`src/rtl/alu_y_fwd_mux.sv`:
```
// Registered, forwarding-aware ALU Y-operand selector with load-use bubble insertion.
// Define ALU_Y_FWD_CNT_EN to build the saturating forward/bubble event counters.
module alu_y_fwd_mux #(
  parameter int unsigned WIDTH   = 16,
  parameter int unsigned RA_W    = 3,
  parameter bit          R0_ZERO = 1'b1
) (
  input  logic             clk,
  input  logic             rst_n,
  input  logic             in_valid,
  output logic             in_ready,
  input  logic             use_imm,
  input  logic [WIDTH-1:0] imm_data,
  input  logic [WIDTH-1:0] rf_data,
  input  logic [RA_W-1:0]  src_ra,
  input  logic             exmem_we,
  input  logic [RA_W-1:0]  exmem_rd,
  input  logic [WIDTH-1:0] exmem_data,
  input  logic             exmem_load,
  input  logic             memwb_we,
  input  logic [RA_W-1:0]  memwb_rd,
  input  logic [WIDTH-1:0] memwb_data,
  input  logic             stall,
  input  logic             flush,
  output logic             y_valid,
  output logic [WIDTH-1:0] y_data,
  output logic [1:0]       y_src,
  output logic             load_stall,
  output logic [15:0]      cnt_ex,
  output logic [15:0]      cnt_wb,
  output logic [15:0]      cnt_ld
);

  localparam int unsigned CNT_W = 16;

  localparam logic [1:0] SRC_RF  = 2'd0;
  localparam logic [1:0] SRC_IMM = 2'd1;
  localparam logic [1:0] SRC_EX  = 2'd2;
  localparam logic [1:0] SRC_WB  = 2'd3;

  typedef enum logic {RUN, LDWAIT} state_e;

  state_e           state_q, state_d;
  logic             y_valid_q, y_valid_d;
  logic [WIDTH-1:0] y_data_q, y_data_d;
  logic [1:0]       y_src_q, y_src_d;
  logic [RA_W-1:0]  lat_ra_q, lat_ra_d;
  logic [WIDTH-1:0] lat_rf_q, lat_rf_d;

  logic             r0_src;
  logic             ex_hit;
  logic             wb_hit;
  logic             hz;
  logic             accept;
  logic             wb_hit_wait;
  logic [1:0]       sel_src;
  logic [WIDTH-1:0] sel_data;

  // Register 0 is hard-wired, so it never matches a forwarding destination.
  assign r0_src      = R0_ZERO && (src_ra == RA_W'(0));
  assign ex_hit      = !r0_src && exmem_we && (exmem_rd == src_ra);
  assign wb_hit      = !r0_src && memwb_we && (memwb_rd == src_ra);
  assign hz          = in_valid && !use_imm && ex_hit && exmem_load;
  assign in_ready    = (state_q == RUN) && !stall;
  assign accept      = in_valid && in_ready;
  assign wb_hit_wait = memwb_we && (memwb_rd == lat_ra_q);
  assign load_stall  = (state_q == LDWAIT) || (accept && hz && !flush);

  always_comb begin
    sel_src  = SRC_RF;
    sel_data = rf_data;
    if (use_imm) begin
      sel_src  = SRC_IMM;
      sel_data = imm_data;
    end else if (ex_hit && !exmem_load) begin
      sel_src  = SRC_EX;
      sel_data = exmem_data;
    end else if (wb_hit) begin
      sel_src  = SRC_WB;
      sel_data = memwb_data;
    end
  end

  always_comb begin
    state_d   = state_q;
    y_valid_d = y_valid_q;
    y_data_d  = y_data_q;
    y_src_d   = y_src_q;
    lat_ra_d  = lat_ra_q;
    lat_rf_d  = lat_rf_q;
    if (flush) begin
      state_d   = RUN;
      y_valid_d = 1'b0;
      lat_ra_d  = '0;
      lat_rf_d  = '0;
    end else begin
      unique case (state_q)
        RUN: begin
          if (stall) begin
            state_d = RUN;
          end else if (accept && !hz) begin
            y_valid_d = 1'b1;
            y_data_d  = sel_data;
            y_src_d   = sel_src;
          end else if (accept) begin
            y_valid_d = 1'b0;
            lat_ra_d  = src_ra;
            lat_rf_d  = rf_data;
            state_d   = LDWAIT;
          end else begin
            y_valid_d = 1'b0;
          end
        end
        LDWAIT: begin
          // The load has reached MEM/WB by now; take its data if it targets our register.
          if (!stall) begin
            y_valid_d = 1'b1;
            y_data_d  = wb_hit_wait ? memwb_data : lat_rf_q;
            y_src_d   = wb_hit_wait ? SRC_WB : SRC_RF;
            state_d   = RUN;
          end
        end
        default: state_d = RUN;
      endcase
    end
  end

  always_ff @(posedge clk or negedge rst_n) begin
    if (!rst_n) begin
      state_q   <= RUN;
      y_valid_q <= 1'b0;
      y_data_q  <= '0;
      y_src_q   <= SRC_RF;
      lat_ra_q  <= '0;
      lat_rf_q  <= '0;
    end else begin
      state_q   <= state_d;
      y_valid_q <= y_valid_d;
      y_data_q  <= y_data_d;
      y_src_q   <= y_src_d;
      lat_ra_q  <= lat_ra_d;
      lat_rf_q  <= lat_rf_d;
    end
  end

  assign y_valid = y_valid_q;
  assign y_data  = y_data_q;
  assign y_src   = y_src_q;

`ifdef ALU_Y_FWD_CNT_EN
  logic             ex_inc;
  logic             wb_inc;
  logic             ld_inc;
  logic [CNT_W-1:0] cnt_ex_q, cnt_wb_q, cnt_ld_q;

  // Count only operands that are actually registered (flush cancels them).
  assign ex_inc = !flush && accept && !hz && (sel_src == SRC_EX);
  assign wb_inc = !flush && ((accept && !hz && (sel_src == SRC_WB)) ||
                             ((state_q == LDWAIT) && !stall && wb_hit_wait));
  assign ld_inc = !flush && accept && hz;

  always_ff @(posedge clk or negedge rst_n) begin
    if (!rst_n) begin
      cnt_ex_q <= '0;
      cnt_wb_q <= '0;
      cnt_ld_q <= '0;
    end else begin
      if (ex_inc && (cnt_ex_q != '1)) cnt_ex_q <= cnt_ex_q + CNT_W'(1);
      if (wb_inc && (cnt_wb_q != '1)) cnt_wb_q <= cnt_wb_q + CNT_W'(1);
      if (ld_inc && (cnt_ld_q != '1)) cnt_ld_q <= cnt_ld_q + CNT_W'(1);
    end
  end

  assign cnt_ex = cnt_ex_q;
  assign cnt_wb = cnt_wb_q;
  assign cnt_ld = cnt_ld_q;
`else
  assign cnt_ex = CNT_W'(0);
  assign cnt_wb = CNT_W'(0);
  assign cnt_ld = CNT_W'(0);
`endif

endmodule

```
`config.mk`:
```
export PLATFORM = sky130hd
export DESIGN_NAME = alu_y_fwd_mux
export DESIGN_NICKNAME = d
export VERILOG_FILES = /design/src/rtl/alu_y_fwd_mux.sv
export SDC_FILE = /design/constraint.sdc
export NUM_CORES = 1
export LEC_CHECK = 0
export ABC_AREA = 1
export CAP_MARGIN = 0
export CORE_UTILIZATION = 42
export CTS_BUF_LIST = sky130_fd_sc_hd__clkbuf_16
export CTS_CLUSTER_SIZE = 20
export DETAILED_ROUTE_END_ITERATION = 16
export GPL_ROUTABILITY_DRIVEN = 0
export PLACE_DENSITY = 0.82
export SLEW_MARGIN = 20
export SYNTH_ARGS = -nofsm -noshare
export SYNTH_HDL_FRONTEND = slang
export SYNTH_SLANG_ARGS = --single-unit
```
`constraint.sdc`:
```
create_clock -name clk -period 2.1 [get_ports clk]
set_clock_uncertainty 0.15 [all_clocks]
set_input_delay 0.315 -clock clk [delete_from_list [all_inputs] [get_ports clk]]
set_output_delay 0.315 -clock clk [all_outputs]
set_load 0.005 [all_outputs]
```
After elaboration in Yosys (flattened, before gate mapping)
Index checks and enable logic that the tools add are counted.
- bits in registers: 39
- bits of input ports: 82
- output and inout port bits: 69
- equality and inequality tests: 11
- muxes and demuxes: 37
- bitwise gates (word level): 2
- reductions and logical operators: 26
- operator list (kind ; count):
    16-bit 2-to-1 mux ; 12
    16-bit case mux with 2 select lines ; 1
    3-bit 2-to-1 mux ; 5
    1-bit logical AND ; 14
    2-bit 2-to-1 mux ; 7
    3-bit == test ; 3
    1-bit 2-to-1 mux ; 9
    2-bit != test, second input constant ; 4
    4-bit AND reduction ; 2
    1-bit logical NOT ; 6
    3-bit != test, second input constant ; 2
    2-bit by 1-bit != test with 1-bit output, second input constant ; 2
    1-bit case mux with 2 select lines ; 2
    2-bit case mux with 2 select lines ; 1
    3-bit logical NOT ; 1
    1-bit inverter ; 2
    2-bit AND reduction ; 1
    2-bit nonzero test ; 1
    1-bit logical OR ; 1

Depth between registers and ports, before layout
- word-level depth: 12
- depth in mapped cells: 11

Least setup slack after synthesis
No wires, ideal clock.
- path type: flip-flop to output port
- from: register state_q
- to: output load_stall
- arrival time: 1.125 ns
- required time: 1.635 ns
- setup slack: 0.510 ns
- stages on the path, launching flop included: 5
- buffers on the path: 0
- cells stage by stage: dfrtp_1 nor3_1 nand4_1 or2_2 nand2_1
- longest elaborated chain between the ends: 6
- ends and longest elaborated chain (what ; line ; RTL):
    start, declared ; 43 ; state_e state_q, state_d;
    start signal, assigned ; 137 ; state_q <= state_d;
    1-bit inverter ; n/a ;
    1-bit logical AND ; 64 ; assign in_ready = (state_q == RUN) && !stall;
    1-bit logical AND ; 65 ; assign accept = in_valid && in_ready;
    1-bit logical AND (2 in a row) ; 67 ; assign load_stall = (state_q == LDWAIT) || (accept && hz && !flush);
    1-bit logical OR (*) ; 67 ;
    end, declared ; 28 ; output logic load_stall,
Mark *: on every way between the ends. The rest lies on a longest branch, timed or not.

Worst setup path after layout
- from: register state_q
- to: output in_ready
- longest elaborated chain between the ends: 2
- ends and longest elaborated chain (what ; line ; RTL):
    1-bit inverter ; n/a ;
    1-bit logical AND ; 64 ;
    end, declared ; 11 ; output logic in_ready,
No other way between the ends.

==> flow_summary.json <==
{
  "p_leak_nw": 2.18,
  "rows": 31,
  "route.met3.wl_um": 1010,
  "synth_cells": 447,
  "worst_setup_path_end_kind": "output pin",
  "synth_area_leaders": "dfrtp_1, nand3_1, nand2_1",
  "swShare_pct": 28.5,
  "finalSetupViolCount": 0,
  "vias": 3604,
  "drc": 0,
  "grt_max_degree": 40,
  "wl_um": 10400,
  "grt_pass1_wl_um": 16100,
  "holdPathStages": 2,
  "reg2reg_to": "lat_rf_q[8]",
  "criticalPathCategory": "flip-flop to output pin",
  "port_buffers": 102,
  "ir_worst_vdd_mv": 0.370,
  "crit_fanout": 37,
  "ys_warn_count": 0,
  "clkSinkCount": 39,
  "hold_viol": 0,
  "die_area_um2": 7930,
  "r2r_cells": 8,
  "vias_per_cell": 5.44,
  "first_pass_iters": 7,
  "yosys-top-cells-count": "nand2_1, nand3_1, buf_4, dfrtp_1, a21oi_1",
  "diodes": 0,
  "coreArea_um2": 7290,
  "hp-start": "lat_rf_q[3]",
  "power_frac_clock_pct": 34.3,
  "drt_iter0_drc": 291,
  "yosysUniqueCellTypes": 26,
  "cts_inserted_buffers": 5,
  "first_global_vias": 3510,
  "ios": 151,
  "hold_slack_ns": 0.332,
  "clk_pin_slew_ns": 0.06,
  "worstPathRequired_ns": 1.63,
  "max-clock-path-buffers": 2,
  "wl_per_cell_um": 15.7,
  "grt-ovfl-total": 0,
  "reg2reg_slack_ns": 0.32,
  "cts_max_level": 2,
  "grtUsageTotal_pct": 26.8,
  "async_flop_share_pct": 100,
  "rsz0062_at_grt": "no",
  "intPower_mw": 1.80,
  "fin_crit_ns": 2.05,
  "fin_crit_sh_pct": 97.7,
  "pwr-share-comb_pct": 29.6,
  "r2r_start": "state_q",
  "dp.cells": 653,
  "met1Wirelength_um": 3820,
  "crit_chain": "buf_8 -> nor2_1 -> clkdlybuf4s50_1",
  "synth_top_area_cell": "dfrtp_1",
  "chipWidth_um": 89.1,
  "die_h_um": 89.1,
  "clk-insertion-delay-late_ns": 0.29,
  "cp_data_arrival_time_ns": 1.59,
  "synth.most_common_cell": "nand2_1",
  "synth_edf_count": 0,
  "slowest_delay_ns": 0.51,
  "start_kind": "flip-flop",
  "ys.flop_type": "dfrtp_1",
  "avgSynthCellArea_um2": 7.12,
  "total_power_mw": 2.52,
  "cpMaxStageDelayCell": "clkdlybuf4s50_1",
  "slew_viol_final": 0,
  "cellPowerDensity_nw_per_um2": 572,
  "hpwl_um": 7540,
  "hold_end": "lat_rf_q[3]",
  "ys_seq_area_share_pct": 30.7,
  "maxCapViolCount": 0,
  "initial_core_util_pct": 43.7,
  "layout-drive-gt1-share_pct": 13.3,
  "status": "complete, no violations",
  "cts_tree": "yes",
  "synth-seq-cells": 39,
  "dpl-instance-area_um2": 4200,
  "ant_nets": 0,
  "synth_top_area_share_pct": 30.7,
  "power_switching_mw": 0.718,
  "routed.top_layer": "met4",
  "fin_area_um2": 4410,
  "hp-class": "flip-flop to flip-flop",
  "final_cells": 663,
  "antenna_found_initial": 0,
  "synthesis.area_um2": 3180,
  "wl_met2_um": 5150,
  "fmax_ghz": 0.487,
  "finalSetupTns_ns": 0,
  "areaGrowthSynthToFinish_pct": 38.5,
  "seqPwrFrac_pct": 36.1,
  "cts_root_buf": "clkbuf_16",
  "fin_nets": 645
}
[sequential cells by signal (all words and copies together) (netlist names)]
name	count
lat_rf_q	16
y_valid	1
lat_ra_q	3
y_data	16
state_q	1
y_src	2
[per-stage QoR]
step / worst slack [ns] / util [%]
final: 0.0476 / 60.5
after global placement: -0.446 / 57.6
after CTS: 0.00427 / 60.2
after detailed placement: -0.560 / 57.6
after global routing: 0.00692 / 60.5
after floorplan: 0.510 / -
[timing repair]
item / in CTS / in global routing
pin swaps: 6 / 3
setup buffers: 1 / 0
setup endpoints to repair: 1 / 2
hold endpoints to repair: 39 / 0
resized for setup: 18 / 5
hold buffers: 1 / 0
[critical path: cells and delay by family (launching register included)]
family        cells  cell delay, ns
flops             1            0.44
simple gates      1            0.13
buf+inv           2            0.73
[layout make-up]
| type | instances | area, um^2 |
|---|---|---|
| clock buffer | 5 | 125 |
| clock inverter | 3 | 38.8 |
| sequential | 39 | 976 |
| timing repair buffer | 132 | 1320 |
| inverter | 34 | 128 |
| fill | 657 | 2880 |
| multi-input combinational | 351 | 1700 |
| tap | 99 | 124 |
[cell usage in the layout (no fill, tap or decap), drive strengths merged]
master | synthesis | routed
nand2 | 109 | 109
nand3 | 102 | 102
clkdlybuf4s50 | 0 | 92
conb | 1 | 48
dfrtp | 39 | 39
inv | 34 | 34
a21oi | 33 | 33
buf | 62 | 31
nor2 | 27 | 27
nand4 | 17 | 17
o21ai | 8 | 8
dlygate4sd2 | 0 | 7
clkbuf | 8 | 5
nor3 | 2 | 2
o22ai | 2 | 2
clkinv | 0 | 2
or2 | 1 | 1
xor2 | 1 | 1
o21a | 1 | 1
bufinv | 0 | 1
dlygate4sd3 | 0 | 1
dlymetal6s2s | 0 | 1
[kinds of logic after synthesis]
| family | synth area share [%] |
|---|---|
| compound gates | 7.08 |
| xor+xnor | 0.275 |
| buf+inv | 22.4 |
| flops | 30.7 |
| other cells | 0.118 |
| simple gates | 39.5 |
[power groups by stage]
stage | clock [mW] | combinational (mW) | sequential, mW
after floorplan | 0 | 0.348 | 0.922
after global placement | 0 | 0.714 | 0.921
after detailed placement | 0 | 0.732 | 0.922
after CTS | 0.869 | 0.738 | 0.911
after global routing | 0.902 | 0.814 | 0.923
final | 0.864 | 0.747 | 0.911
[per-layer routing]
metal,vias up,track usage [%]
met5,-,0
met2,278,47.3
met1,1671,30.2
met3,43,5.08
met4,0,15.7
li1,1612,-
[how the worst max path moves through the flow]
stage / from / to / slack [ns]
after floorplan: state_q / load_stall / 0.51
after global placement: src_ra[2] / load_stall / -0.45
after detailed placement: src_ra[0] / load_stall / -0.56
after CTS: exmem_load / load_stall / 0.004
after global routing: memwb_rd[0] / y_src[0] / 0.007
final: state_q / in_ready / 0.05
Power figures use the tool's default switching activity.
